**src/rtl/lsu_pkg.sv**
```systemverilog
// lsu_pkg: shared types and constants for the load/store unit.
//   funct3_e    - access size/sign encodings carried on Funct3
//   lsu_state_e - transaction FSM states
//   BE_*        - byte-enable patterns for lane 0; these are shifted by the byte offset
package lsu_pkg;

  typedef enum logic [2:0] {
    F3_B  = 3'b000,
    F3_H  = 3'b001,
    F3_W  = 3'b010,
    F3_BU = 3'b100,
    F3_HU = 3'b101
  } funct3_e;

  typedef enum logic [1:0] {
    IDLE = 2'd0,
    BUSY = 2'd1,
    RESP = 2'd2
  } lsu_state_e;

  localparam logic [3:0] BE_BYTE = 4'b0001;
  localparam logic [3:0] BE_HALF = 4'b0011;
  localparam logic [3:0] BE_WORD = 4'b1111;

endpackage

```
**src/rtl/lsu_align.sv**
```systemverilog
// lsu_align: purely combinational lane logic for the load/store unit.
//   funct3_i      - access size/sign; encodings outside funct3_e behave as a word
//   offset_i      - byte offset within the word (address bits [1:0])
//   store_data_i  - raw store value (rs2)
//   rdata_i       - raw word returned by memory
//   be_o          - byte enables for the access
//   wdata_o       - store data replicated across every lane of its size
//   load_data_o   - read data shifted down to bit 0, then sign- or zero-extended
//   misaligned_o  - access crosses its natural alignment boundary
module lsu_align
  import lsu_pkg::*;
#(
  parameter int DATA_WIDTH = 32
) (
  input  logic [2:0]            funct3_i,
  input  logic [1:0]            offset_i,
  input  logic [DATA_WIDTH-1:0] store_data_i,
  input  logic [DATA_WIDTH-1:0] rdata_i,
  output logic [3:0]            be_o,
  output logic [DATA_WIDTH-1:0] wdata_o,
  output logic [DATA_WIDTH-1:0] load_data_o,
  output logic                  misaligned_o
);

  logic [DATA_WIDTH-1:0] shifted;

  // Addressed byte/halfword moved down to lane 0.
  assign shifted = rdata_i >> {offset_i, 3'b000};

  always_comb begin
    // Word access is the default, which also covers unsupported encodings.
    be_o         = BE_WORD;
    wdata_o      = store_data_i;
    load_data_o  = shifted;
    misaligned_o = (offset_i != 2'b00);
    case (funct3_i)
      F3_B, F3_BU: begin
        be_o         = BE_BYTE << offset_i;
        wdata_o      = {(DATA_WIDTH/8){store_data_i[7:0]}};
        misaligned_o = 1'b0;
        load_data_o  = {{(DATA_WIDTH-8){(funct3_i == F3_B) & shifted[7]}}, shifted[7:0]};
      end
      F3_H, F3_HU: begin
        be_o         = BE_HALF << offset_i;
        wdata_o      = {(DATA_WIDTH/16){store_data_i[15:0]}};
        misaligned_o = offset_i[0];
        load_data_o  = {{(DATA_WIDTH-16){(funct3_i == F3_H) & shifted[15]}}, shifted[15:0]};
      end
      default: ;
    endcase
  end

endmodule

```
**src/rtl/load_store_unit.sv**
```systemverilog
// load_store_unit: memory stage behind the ALU. Turns MemRead/MemWrite into a
// single word-aligned req/ack transaction and stalls the pipeline meanwhile.
//   clk, reset            - clock, asynchronous active-low reset
//   MemRead, MemWrite     - load/store request (MemRead wins if both set)
//   Funct3                - access size/sign
//   ALUResult, StoreData  - effective byte address, store value
//   LoadData, LoadValid   - formatted load result (held), one-cycle valid pulse
//   Stall                 - freeze upstream while a transaction is pending
//   MisalignErr, BusErr   - one-cycle misalignment / timeout flags
//   mem_req .. mem_be     - memory request side, stable for the whole BUSY phase
//   mem_rdata, mem_ack    - memory response side
module load_store_unit
  import lsu_pkg::*;
#(
  parameter int DATA_WIDTH     = 32,
  parameter int TIMEOUT_CYCLES = 255
) (
  input  logic                  clk,
  input  logic                  reset,
  input  logic                  MemRead,
  input  logic                  MemWrite,
  input  logic [2:0]            Funct3,
  input  logic [DATA_WIDTH-1:0] ALUResult,
  input  logic [DATA_WIDTH-1:0] StoreData,
  output logic [DATA_WIDTH-1:0] LoadData,
  output logic                  LoadValid,
  output logic                  Stall,
  output logic                  MisalignErr,
  output logic                  BusErr,
  output logic                  mem_req,
  output logic                  mem_we,
  output logic [DATA_WIDTH-1:0] mem_addr,
  output logic [DATA_WIDTH-1:0] mem_wdata,
  output logic [3:0]            mem_be,
  input  logic [DATA_WIDTH-1:0] mem_rdata,
  input  logic                  mem_ack
);

  localparam int CNT_W = $clog2(TIMEOUT_CYCLES + 1);
  // Last BUSY cycle index (counting from 0) that still waits for an ack.
  localparam logic [CNT_W-1:0] CNT_LAST = CNT_W'(TIMEOUT_CYCLES - 1);

  lsu_state_e            state_q, state_d;
  logic [CNT_W-1:0]      cnt_q, cnt_d;
  logic [DATA_WIDTH-1:0] addr_q, wdata_q, load_q;
  logic [3:0]            be_q;
  logic                  we_q, buserr_q;
  logic [2:0]            f3_q;
  logic [1:0]            off_q;

  logic                  idle, issue, ack_take, timeout;
  logic [2:0]            al_f3;
  logic [1:0]            al_off;
  logic [3:0]            al_be;
  logic [DATA_WIDTH-1:0] al_wdata, al_load;
  logic                  al_mis;

  // The aligner encodes the incoming request while IDLE and formats the
  // response using the captured size/offset otherwise; the two uses never
  // overlap, so one instance serves both.
  assign idle   = (state_q == IDLE);
  assign al_f3  = idle ? Funct3 : f3_q;
  assign al_off = idle ? ALUResult[1:0] : off_q;

  lsu_align #(.DATA_WIDTH(DATA_WIDTH)) u_align (
    .funct3_i     (al_f3),
    .offset_i     (al_off),
    .store_data_i (StoreData),
    .rdata_i      (mem_rdata),
    .be_o         (al_be),
    .wdata_o      (al_wdata),
    .load_data_o  (al_load),
    .misaligned_o (al_mis)
  );

  always_ff @(posedge clk or negedge reset) begin
    if (!reset) begin
      state_q <= IDLE;
      cnt_q   <= '0;
    end else begin
      state_q <= state_d;
      cnt_q   <= cnt_d;
    end
  end

  always_comb begin
    state_d     = state_q;
    cnt_d       = cnt_q;
    Stall       = 1'b0;
    mem_req     = 1'b0;
    MisalignErr = 1'b0;
    issue       = 1'b0;
    ack_take    = 1'b0;
    timeout     = 1'b0;
    case (state_q)
      IDLE: begin
        // Gating with reset keeps the combinational outputs low while reset is held.
        if (reset && (MemRead || MemWrite)) begin
          if (al_mis) begin
            MisalignErr = 1'b1;
          end else begin
            Stall   = 1'b1;
            issue   = 1'b1;
            state_d = BUSY;
          end
        end
      end
      BUSY: begin
        Stall   = 1'b1;
        mem_req = 1'b1;
        if (mem_ack) begin
          ack_take = 1'b1;
          state_d  = RESP;
          cnt_d    = '0;
        end else if (cnt_q == CNT_LAST) begin
          timeout = 1'b1;
          state_d = RESP;
          cnt_d   = '0;
        end else begin
          cnt_d = cnt_q + CNT_W'(1);
        end
      end
      // The pipeline still presents the completed op here; ignore it.
      RESP:    state_d = IDLE;
      default: state_d = IDLE;
    endcase
  end

  always_ff @(posedge clk or negedge reset) begin
    if (!reset) begin
      addr_q   <= '0;
      wdata_q  <= '0;
      load_q   <= '0;
      be_q     <= '0;
      we_q     <= 1'b0;
      buserr_q <= 1'b0;
      f3_q     <= '0;
      off_q    <= '0;
    end else begin
      if (issue) begin
        addr_q   <= {ALUResult[DATA_WIDTH-1:2], 2'b00};
        wdata_q  <= al_wdata;
        be_q     <= al_be;
        we_q     <= ~MemRead;
        f3_q     <= Funct3;
        off_q    <= ALUResult[1:0];
        buserr_q <= 1'b0;
      end
      if (ack_take && !we_q) begin
        load_q <= al_load;
      end
      if (timeout) begin
        load_q   <= '0;
        buserr_q <= 1'b1;
      end
    end
  end

  assign LoadData  = load_q;
  assign LoadValid = (state_q == RESP) && !we_q;
  assign BusErr    = (state_q == RESP) && buserr_q;
  assign mem_we    = we_q;
  assign mem_addr  = addr_q;
  assign mem_wdata = wdata_q;
  assign mem_be    = be_q;

endmodule

```
**config.mk**
```make
export PLATFORM = sky130hd
export DESIGN_NAME = load_store_unit
export DESIGN_NICKNAME = d
export VERILOG_FILES = /design/src/rtl/lsu_pkg.sv /design/src/rtl/lsu_align.sv /design/src/rtl/load_store_unit.sv
export SDC_FILE = /design/constraint.sdc
export NUM_CORES = 1
export LEC_CHECK = 0
export BUFFER_PORTS_ARGS = -buffer_cell sky130_fd_sc_hd__buf_2
export CORE_MARGIN = 2
export CORE_UTILIZATION = 30
export CTS_CLUSTER_DIAMETER = 120
export DETAILED_ROUTE_END_ITERATION = 7
export PLACE_DENSITY_LB_ADDON = 0.3
export SYNTH_ARGS = -nofsm -noshare
export SYNTH_HDL_FRONTEND = slang
export SYNTH_SLANG_ARGS = --single-unit
```
**constraint.sdc**
```tcl
create_clock -name clk -period 5 [get_ports clk]
set_clock_uncertainty 0.2 [all_clocks]
set_input_delay 0.25 -clock clk [delete_from_list [all_inputs] [get_ports clk]]
set_output_delay 0.25 -clock clk [all_outputs]
set_load 0.01 [all_outputs]
```
==> impl_summary.md, run 1 <==
Timing
Static timing analysis puts the maximum clock frequency at 318.7 MHz. Setup violations remaining at the end of the flow were counted as 0. In the finished design, the share of the clock period the worst path needs comes to 0.6276.

Setup total negative slack on the finished layout was measured at 0 ns. The slew of the pin with the lowest slew margin is 1.015 ns. The max-slew violation count is 0. The smallest clock period supported by the final layout is computed as 3.138 ns.

The final-report hold violation count is 0. Setup repair after global routing left no endpoint under its margin. The headroom to the max-slew limit is 0.3236.

Placement
Once placement finished, the instance area stood at 6817 sq um. The number of buffers added on ports is 207. The total half-perimeter wirelength after legalization and detailed placement is 11250 microns. Routability-driven placement finished with a final weighted congestion of between 0.7 and 0.8.

Die
Measured along the y axis, the die boundary spans around 140 microns. The width of the die is 140.8 microns. The initial core utilization is 0.3034.

The full die area is 19840 sq um. In this run the core area contains 50 standard-cell rows. The floorplan core area is around 19000 sq um. The number of top-level design ports is 210.

Clock tree
After clock tree synthesis, the clock-pin slew on the worst setup and hold paths is around 0.050 ns. The number of buffers between clock root and the deepest sink is 2. The latest clock arrival within the worst-skew pair is about 0.4 ns. For this design, the sink count on the clock tree is 115. The TritonCTS clock tree is built. The number of buffers inserted during clock tree synthesis is 17. In this run the number of H-tree levels came out at 4. The post-CTS repair timing setup buffer count is 0. The tree is rooted in a clkbuf_16.

Drt
The DRC violation count after routing is 0. The number of nets with antenna violations after detailed routing is 0. In the final routed layout, each cell accounts on average for 16.71 microns.

In this run, the number of DRC markers left after iteration 0 of detailed routing was 153. Across all layers, the routed design uses 4826 vias. The via count normalized by instance count is 4.826. The post-detailed-routing wire length is 16710 microns. The number of optimization iterations in the first detailed-route pass is 4.

Logic synthesis
The largest area contributor in the netlist is dfrtp_1. Synthesis instantiated 52 different standard cells from the library. In the synthesized netlist the async set-or-reset flop fraction comes to 1.000. After synthesis, the cell types taking the most area are dfrtp_1, mux2_2, mux2i_1.

The leading cell type by number of instances after synthesis is dfrtp_1. The count of flip-flops with a built-in enable after synthesis is 0. The synthesized area is 5618 sq um. The share of the Yosys chip area taken by registers is 0.5122. Yosys printed 0 warnings. A synthesized cell averages 11.54 sq um. Counting every instance in the synthesized netlist gives 487.

The register bit total from synthesis is 115. By count the netlist is led by dfrtp_1, nand2_1, o21ai_0. Of the post-synthesis cell area, the dominant cell type holds 0.5122.

Among all flip-flop cells after synthesis, the most frequent one is dfrtp_1.

Setup path
The number of buffers and inverters on the critical path is 1. The critical path's top delay family is multiplexers. Of all nets on the critical path, the largest fanout is 27.

The critical path launch point type is a flop. On the worst path, the slowest cell contributes a delay of 0.76 ns. The slowest stage of the critical path belongs to the cell mux2i_4. The signal on the critical path passes through nor2_8, mux2i_4, o21ai_1, nand2_1, a21oi_1, nor2_1, buf_2.

The type of the setup path with the least slack is reg2out. For the worst setup path, the data required time is approximately 4.6 ns. The arrival time of data at the critical path endpoint is between 2 and 3 ns. The type of element capturing the critical path is an output port.

Status
The flow ran to the end, and the final reports show no timing, DRC or antenna violations.

Cells and area
The final design instance area without fill is 8144 sq um. The multi-input combinational cells in the finished layout cover a total of 2562 sq um. In the final design database the tool counted 858 nets. The layout has between 1500 and 2000 filler cells.

The area growth from synthesis to layout is 44.97%. The fraction of layout instances using a drive strength above 1 is 0.4065. Registers take 2878 sq um.

Power and ir drop
The maximum resistive drop on vdd is 313.9 uV. For this design the ratio of total power to cell area is 610.8 nW/um^2. The static leakage is about 4.0 nW.

Flow run
The tool flagged a number of max-cap violations equal to 0.

Global routing
The number of global-route vias before repair was 4932. The initial antenna violation count is 1. The total global routing overflow is 0. The largest net degree at the start of global routing is slightly below 100. The first global-routing pass estimated 26720 microns of wire.

In the global route stage, overall resource usage came out at 0.1708.

Hold path
The type of the most critical hold path is in2reg.
==> what timing repair did <==
item	CTS	global route
gates resized for setup	0	0
hold endpoints to repair	106	0
hold buffers	67	0
==> registers in the layout, indices dropped and copies added (netlist names) <==
signal,count
mem_be,4
off_q,2
mem_wdata,32
state_q,2
f3_q,3
cnt_q,8
buserr_q,1
LoadData,32
mem_we,1
mem_addr,30
==> metal layers <==
metal	vias up	GRT usage	wire [microns]
met5	-	0	0
met4	0	0.04474	124
met3	9	0.04857	1077
met2	171	0.2798	7895
met1	2344	0.2234	7608
li1	2302	-	-
==> layout by cell type, fill, tap and decap left out, drive strengths merged, types with 2 or more instances in the layout <==
master       Yosys  layout
a211oi           9       9
a21o            10      10
a21oi           14      14
a221o            7       7
a221oi           2       2
a22o             8       8
a32o             2       2
and2             6       6
buf             23     212
bufinv           0       4
clkbuf          11      21
clkinv           0       3
clkinvlp         0       3
conb             1       2
dfrtp          115     115
dlygate4sd3      0      67
ha               2       2
inv              2       3
mux2            46      46
mux2i           44      44
mux4             7       7
nand2           66      66
nand3            5       5
nand3b           2       2
nand4            2       2
nor2            18      18
o21ai           58      58
o31ai           10      10
xnor2            2       2
==> final timing paths <==
kind / slack (ns) / from / endpoint / cells past startpoint
worst max-delay path: 1.86 / state_q[0]$_DFFE_PN0P_ / Stall / 7
worst min-delay path: 0.02 / mem_rdata[25] / LoadData[25]$_DFFE_PN0P_ / 3
min in group asynchronous: 0.20 / reset / LoadData[9]$_DFFE_PN0P_ / 2
worst max register to register: 1.93 / state_q[0]$_DFFE_PN0P_ / mem_addr[30]$_DFFE_PN0P_ / 5
max in group asynchronous: 3.07 / reset / mem_wdata[31]$_DFFE_PN0P_ / 3
worst min register to register: 0.27 / LoadData[18]$_DFFE_PN0P_ / LoadData[18]$_DFFE_PN0P_ / 2
==> where the power goes <==
part	switching [mW]	internal, mW
combinational	1.09	0.950
sequential	0.244	1.35
clock	0.456	0.890
==> logic make-up (layout without fill, tap and decap cells) <==
| group | after synthesis | in the layout | synth area share |
|---|---|---|---|
| flip-flops | 115 | 115 | 0.5122 |
| XOR/XNOR | 3 | 3 | 0.004678 |
| AND/OR/NAND/NOR | 109 | 109 | 0.08709 |
| other | 1 | 3 | 0.0006675 |
| AO/OA/AOI/OAI | 124 | 124 | 0.1483 |
| adder cells (fa/ha/maj) | 2 | 2 | 0.004454 |
| buffers and inverters | 36 | 313 | 0.03652 |
| multiplexers | 97 | 97 | 0.2060 |
==> stage by stage <==
| stage | instances | total power [mW] | util | hold WS (ns) | worst slack (ns) |
|---|---|---|---|---|---|
| final | 1000 | 4.974 | 0.4398 | 0.02244 | 1.862 |
| after floorplan | 488 | 2.905 | - | -0.2456 | 2.705 |
| after global routing | 1000 | 5.306 | 0.4398 | 0.02582 | 1.646 |
| after detailed placement | 900 | 3.604 | 0.3681 | 0.1168 | 1.905 |
| after CTS | 999 | 5.028 | 0.4397 | 0.003569 | 1.778 |
| after global placement | 900 | 3.576 | 0.3681 | 0.1156 | 1.944 |
==> worst min-delay path: cells and delay by family <==
family | cells | cell delay [ns]
compound gates | 2 | 0.20
buf+inv | 1 | 0.14
==> layout make-up <==
type                            count  share of cell area
Sequential cell                   115              0.3534
Multi-Input combinational cell    337              0.3146
Timing Repair Buffer              279              0.2145
Clock buffer                       21             0.05900
Tap cell                          234             0.03595
Clock inverter                     11             0.02136
Inverter                            2           0.0009218
Antenna cell                        1           0.0003073
Power figures use the tool's default switching activity.
==> run 2: changes to the inputs <==
==> constraint.sdc (replaced) <==
create_clock -name clk -period 3 [get_ports clk]
set_clock_uncertainty 0.2 [all_clocks]
set_input_delay 0.15 -clock clk [delete_from_list [all_inputs] [get_ports clk]]
set_output_delay 0.15 -clock clk [all_outputs]
set_load 0.01 [all_outputs]
==> run 2 against run 1 <==
Effect of this change:
- non-clock buffer count grew 35
- via count increased by 3.2%
- power is 65% higher
- sequential share of layout area is 1.2 points lower
- combinational power up 71%
- worst hold slack got worse by 0.0037 ns
- sequential power increased by 67%
- largest cell class unchanged
- final area is 3.4% higher
- first-iteration DRC count grew 5.9%
- clock power increased by 53%
==> impl_summary.md, run 2 (synthesis gave the netlist of run 1 again) <==
Timing
The number of endpoints failing setup at the final stage is 0. Once routing completed, OpenROAD measured the worst setup slack at 0.2819 ns. Counting I/O delays and the setup requirement, the final critical path takes 2.718 ns. Static timing analysis puts the maximum clock frequency at 367.9 MHz. For the pin with the worst max-slew slack, the measured transition is slightly above 1 ns. In this run the tightest slew margin relative to its limit is 0.3187. The final-report hold violation count is 0. The max-slew violation count came to 0. The smallest hold slack is 0.01875 ns. In the finished design, the share of the clock period the worst path needs comes to 0.9060. After routing, the total negative slack on setup checks comes to 0 ns. Setup repair after global routing left no endpoint under its margin.

Clock tree
Counting every sink on the clock net gives approximately 120. The cell sitting at the root of the clock tree is a clkbuf_16. The TritonCTS clock tree is built.

The later pin in the worst-skew pair is clocked with a latency of 0.40 ns. The number of H-tree levels is 4. The number of gates resized after CTS was 0. Clock-pin slew was measured on the worst setup and hold paths at approximately 0.060 ns. The number of buffers inserted during clock tree synthesis is 17.

The number of buffers between clock root and the deepest sink is 2.

Die
In this run the vertical extent of the chip is about 140 microns. For this configuration, the core starts out at a cell density of 0.3034. The die is 140.8 microns wide. The number of placement rows is 50. During I/O placement, the number of pins put on the boundary was 210.

The die covers 19840 sq um. The floorplan core area is 18520 sq um.

Global routing
The number of global-route vias before repair was a little over 5000. The global routing usage summed across all routing layers is 0.1759. The initial antenna violation count is 0. The first global-routing pass estimated 27610 microns of wire. The total global routing overflow is 0. Entering global routing, the biggest net connects 97 pins.

Drt
The detailed router finished its first iteration with 162 violations. In this run the remaining antenna-violating nets after routing total 0. The post-detailed-routing wire length is 17110 microns.

The via count normalized by instance count is 4.816. The total via count in the routed design is ~5000. The routed wirelength normalized by instance count is 16.55 microns. Before antenna repair, the detailed router went through 4 iterations. The DRC violation count after routing is 0.

Hold path
The path with the worst hold slack has its endpoint at LoadData[4]$_DFFE_PN0P_. The worst hold path begins at mem_rdata[20]. The type of the most critical hold path is in2reg. Counting instances, the worst hold path has a depth of 3.

Power and ir drop
The total power density per cell area is 974.4 nW/um^2. IR analysis of the VDD net gives a maximum drop of approximately 540 uV. The analysis attributes to cell leakage a power of 4.102 nW.

Cells and area
The area taken by flip-flops and latches is roughly 2900 sq um. The number of antenna diodes in the final layout is 0. The count of filler cells inserted in the layout is 1747.

The area of the multi-input gates is 2562 sq um. Leaving out fill and tap cells, the most frequent cell in the layout is buf_2. For this run, the share of the core covered by cells in the final layout is 0.4549. At the end of the flow, the number of nets in the layout was 893. Of the cells placed in the final design, the portion with a size suffix greater than 1 is 0.3963. Leaving out fill and tap cells, the most frequent cells in the layout are buf_2, dfrtp_1, dlygate4sd3_1, nand2_1, o21ai_0.

The area growth from synthesis to layout is 49.96%.

Status
The run finished with clean final reports.

Setup path
The required arrival time at the worst endpoint is 3.09 ns. The worst register-to-register path begins at state_q[0]$_DFFE_PN0P_. The arrival time of data at the critical path endpoint is ~2.8 ns. The capturing point of the worst reg2reg path is mem_addr[30]$_DFFE_PN0P_. In this run the register-to-register setup slack is 0.28 ns. The setup path with the least slack is of type reg2reg. STA classifies the critical path endpoint as a flop. The depth of the most critical reg-to-reg path is 5.

The launching instance or port of the critical path is state_q[0]$_DFFE_PN0P_. The critical path launch point type is a flop. The maximum fanout along the worst path is 96.

Placement
The total half-perimeter wirelength after legalization and detailed placement is 11460 microns. Prior to clock tree synthesis, the placed netlist has a worst setup slack of around 0.26 ns. Routability-driven placement finished with a final weighted congestion of 0.7685. The number of buffers added on ports is roughly 210.

Flow run
The number of max-cap violations is 0.
-- run 2: cell types whose count changed in the layout (fill, tap and decap cells not counted), sizes merged, moves of 3 or more --
cell / change
dlygate4sd3: +29
clkinv: +4
buf: +6
clkbuf: -3
-- run 2: area by class of cell --
cell class / count / area share
Timing Repair Buffer: 314 / 0.2471
Inverter: 2 / 0.0008911
Clock buffer: 18 / 0.05213
Multi-Input combinational cell: 337 / 0.3042
Sequential cell: 115 / 0.3416
Clock inverter: 14 / 0.01931
Tap cell: 234 / 0.03475
-- run 2: per-stage QoR --
stage                     std cells  cell area [sq um]  total power, mW
final                          1034               8424            8.209
after global routing           1034               8424            8.765
after CTS                      1034               8424            8.285
after detailed placement        906               6862            6.059
after global placement          906               6862            6.008
after floorplan                 488               5622            4.841
-- run 2: worst max-delay path by stage --
stage,to,slack [ns],cells after the start
2_1_floorplan,LoadData[30]$_DFFE_PN0P_,0.71,7
3_3_place_gp,mem_addr[13]$_DFFE_PN0P_,0.32,5
3_5_place_dp,mem_addr[2]$_DFFE_PN0P_,0.26,5
4_1_cts,mem_addr[2]$_DFFE_PN0P_,0.27,5
5_1_grt,mem_wdata[3]$_DFFE_PN0P_,0.08,5
6_report,mem_addr[30]$_DFFE_PN0P_,0.28,5
-- run 2: repair_timing --
action                                 in CTS  in global routing
buffers inserted                            0                  0
hold buffers                               96                  0
endpoints found under the hold margin     136                  0
-- run 2: worst max-delay path, stage by stage, from the launching register on --
cell and delay, ns:
dfrtp_1 0.48, nor2_8 0.27, mux2i_1 0.14, o21ai_1 0.21
a21o_4 0.80, mux2_2 0.42
-- run 2: metal layers --
metal	vias up	part of all wire	track usage
li1	2369	-	-
met1	2407	0.44	0.2290
met2	186	0.47	0.2860
met3	18	0.072	0.05537
met4	0	0.011	0.04474
met5	-	0	0
-- run 2: power by group --
group / internal, mW / switching, mW / total, mW
registers: 2.24 / 0.404 / 2.65
clock network: 1.32 / 0.752 / 2.07
logic: 1.64 / 1.85 / 3.49
==> run 3: changes to the inputs <==
--- a/config.mk
+++ b/config.mk
@@ -5,12 +5,13 @@
 export SDC_FILE = /design/constraint.sdc
 export NUM_CORES = 1
 export LEC_CHECK = 0
-export BUFFER_PORTS_ARGS = -buffer_cell sky130_fd_sc_hd__buf_2
 export CORE_MARGIN = 2
 export CORE_UTILIZATION = 30
 export CTS_CLUSTER_DIAMETER = 120
 export DETAILED_ROUTE_END_ITERATION = 7
+export DONT_BUFFER_PORTS = 1
 export PLACE_DENSITY_LB_ADDON = 0.3
+export REMOVE_ABC_BUFFERS = 1
 export SYNTH_ARGS = -nofsm -noshare
 export SYNTH_HDL_FRONTEND = slang
 export SYNTH_SLANG_ARGS = --single-unit
==> run 3 against run 2 <==
Effect of this change:
- core utilization fell by 4.4 points
- fmax is 5.5% lower
- die area unchanged
- critical endpoint is now LoadData[0]$_DFFE_PN0P_
- largest power group is now sequential cells
- highest routed layer unchanged
==> impl_summary.md, run 3 (synthesis gave the netlist of run 1 again) <==
Status
The flow ran to the end, and the final reports show no timing, DRC or antenna violations.

Timing
The max-slew violation count is 0. Setup repair after global routing left no endpoint under its margin. The clock period could shrink to around 2.9 ns. For the pin with the worst max-slew slack, the measured transition is 0.6580 ns.

The number of endpoints failing setup at the final stage is 0. Setup total negative slack on the finished layout was measured at 0 ns. The final-report hold violation count is 0. Of the available clock period, the critical path in the final layout requires 0.9588. The achievable clock frequency is 347.7 MHz. The headroom to the max-slew limit is 0.5613.

Power and ir drop
Dividing total power by cell area gives a power density of a little over 1000 nW/um^2. The post-layout total power is between 7 and 8 mW. The maximum resistive drop on vdd is 489.5 uV. The static leakage is 3.323 nW.

Setup path
In this run the worst path has a maximum fanout of 8. The signal on the critical path passes through nor2_8, mux2i_4, buf_4, mux4_2, dlygate4sd3_1, a22o_1. The arrival time of data at the critical path endpoint is 2.97 ns.

Tracing the worst setup path back leads to its startpoint at state_q[1]$_DFFE_PN0P_. The worst register-to-register path begins at state_q[1]$_DFFE_PN0P_. The type of the setup path with the least slack is reg2reg.

The maximum single-stage delay on the critical path is 0.58 ns. The type of element capturing the critical path is a flop. The cell with the largest stage delay on the worst path is dlygate4sd3_1. The worst setup path is launched from a flop. The required arrival time at the worst endpoint is 3.09 ns.

Global routing
Across every metal layer, demand over resource in global routing totals 0.1700. The largest net degree at the start of global routing is between 100 and 150. The initial antenna violation count is 0.

The first global-routing pass estimated 25890 microns of wire. The number of global-route vias before repair is between 4000 and 5000. The total global routing overflow is 0.

Die
In this run the standard cell core region covers between 15000 and 20000 sq um. The initial core utilization is 0.3034. The die height is roughly 140 microns. Measured along the x axis, the die boundary spans 140.8 microns.

The floorplan step defined a die boundary enclosing ~20000 sq um. The floorplan has 50 rows. The number of top-level design ports is 210.

Drt
In the routed layout, each cell is associated on average with a via count of 5.096. The number of optimization iterations in the first detailed-route pass is 4. Detailed routing inserted a total of 4311 vias.

The post-detailed-routing wire length is 16820 microns. The violation count after the first detailed-route iteration is 191. After detailed routing, the average wire length per cell comes to slightly below 20 microns. The number of nets with antenna violations after detailed routing is 0. The DRC violation count after routing is 0.

Placement
The final RePlAce weighted congestion is 0.7933. The total placed cells including tap cells is 702. The number of buffers added on ports is 0. Detailed placement finished with a half-perimeter wire length of 10840 microns.

Clock tree
The TritonCTS clock tree is built. The number of clock buffers added by TritonCTS is 17. CTS saw approximately 120 sinks. In this run the deepest clock path goes through 2 buffers.

At the later pin of the worst-skew pair, clock insertion delay measures 0.41 ns. Clock-pin slew was measured on the worst setup and hold paths at roughly 0.06 ns. The clock root buffer is clkbuf_16. The clock tree synthesis step divided the H-tree into 4 levels.

Cells and area
The final instance count without filler cells is 846. The filler cells instantiated in the layout total 1749. In the layout the commonest cells are dfrtp_1, dlygate4sd3_1, nand2_1, o21ai_0, mux2_2. 0 antenna diodes ended up in the layout. Of the cells placed in the final design, the portion with a size suffix greater than 1 is 0.1912. In the final design database the tool counted about 710 nets. The area growth from synthesis to layout is 35.30%.

The library cell used most frequently in the layout, excluding fill and tap cells, is dfrtp_1.

Flow run
The number of max-cap violations is 0.

Hold path
The tightest min-delay check is of the in2reg type. The startpoint identified for the worst hold timing path is mem_rdata[7].
run 3: changes by cell type in the layout (fill, tap and decap cells not counted), moves of 3 or more:
cell / previous run / this run
buf_2: 206 / 0
clkinv_2: 5 / 1
clkinvlp_4: 4 / 7
dlygate4sd3_1: 96 / 108
inv_6: 0 / 4
run 3: layout make-up:
cell class	instances	area [sq um]	share of cell area
flip-flops and latches	115	2878	0.3786
multi-input cells	337	2562	0.3371
repair buffers	126	1269	0.1669
clock buffers	18	439.2	0.05778
well taps	234	292.8	0.03852
clock inverters	14	152.6	0.02008
inverters	2	7.507	0.0009877
run 3: per-layer routing:
metal  global-route usage  part of all wire
met5                    0                 0
met4              0.05947             0.014
met3              0.06929             0.099
met2               0.2865              0.48
met1               0.1961              0.40
run 3: per-stage QoR:
stage	cell area, sq um	worst slack (ns)	utilization	hold slack [ns]
2_1_floorplan	5424	-1.980	-	-0.3456
3_3_place_gp	5871	0.4852	0.3170	-0.3400
3_5_place_dp	5871	0.3897	0.3170	-0.3404
4_1_cts	7533	0.04104	0.4068	-0.7902
5_1_grt	7601	0.04584	0.4105	0.05315
6_report	7601	0.1236	0.4105	0.04935
run 3: final timing paths:
check | endpoint | depth (start not counted) | slack, ns
max in group asynchronous | mem_addr[27]$_DFFE_PN0P_ | 2 | 1.91
max | LoadData[0]$_DFFE_PN0P_ | 6 | 0.12
max reg2reg | LoadData[0]$_DFFE_PN0P_ | 6 | 0.12
min | LoadData[7]$_DFFE_PN0P_ | 3 | 0.05
min reg2reg | buserr_q$_DFFE_PN0P_ | 2 | 0.30
min in group asynchronous | LoadData[26]$_DFFE_PN0P_ | 2 | 0.25
run 3: critical path: cells and delay by family (launching register included):
family,cells,cell delay (ns)
AO/OA/AOI/OAI,1,0.20
multiplexers,2,0.85
buffers and inverters,2,0.82
flip-flops,1,0.47
AND/OR/NAND/NOR,1,0.21
run 3: what timing repair did:
item	4_1_cts	5_1_grt
hold buffers	107	2
endpoints found under the hold margin	226	115
buffers inserted	0	3
setup endpoints to repair	0	7
resized for setup	0	2
run 3: power by group:
| group | internal, mW | leakage [nW] | switching, mW |
|---|---|---|---|
| combinational | 1.28 | 1.63 | 1.32 |
| sequential | 2.24 | 1.43 | 0.897 |
| clock | 1.25 | 0.268 | 0.776 |
| total | 4.78 | 3.32 | 2.99 |
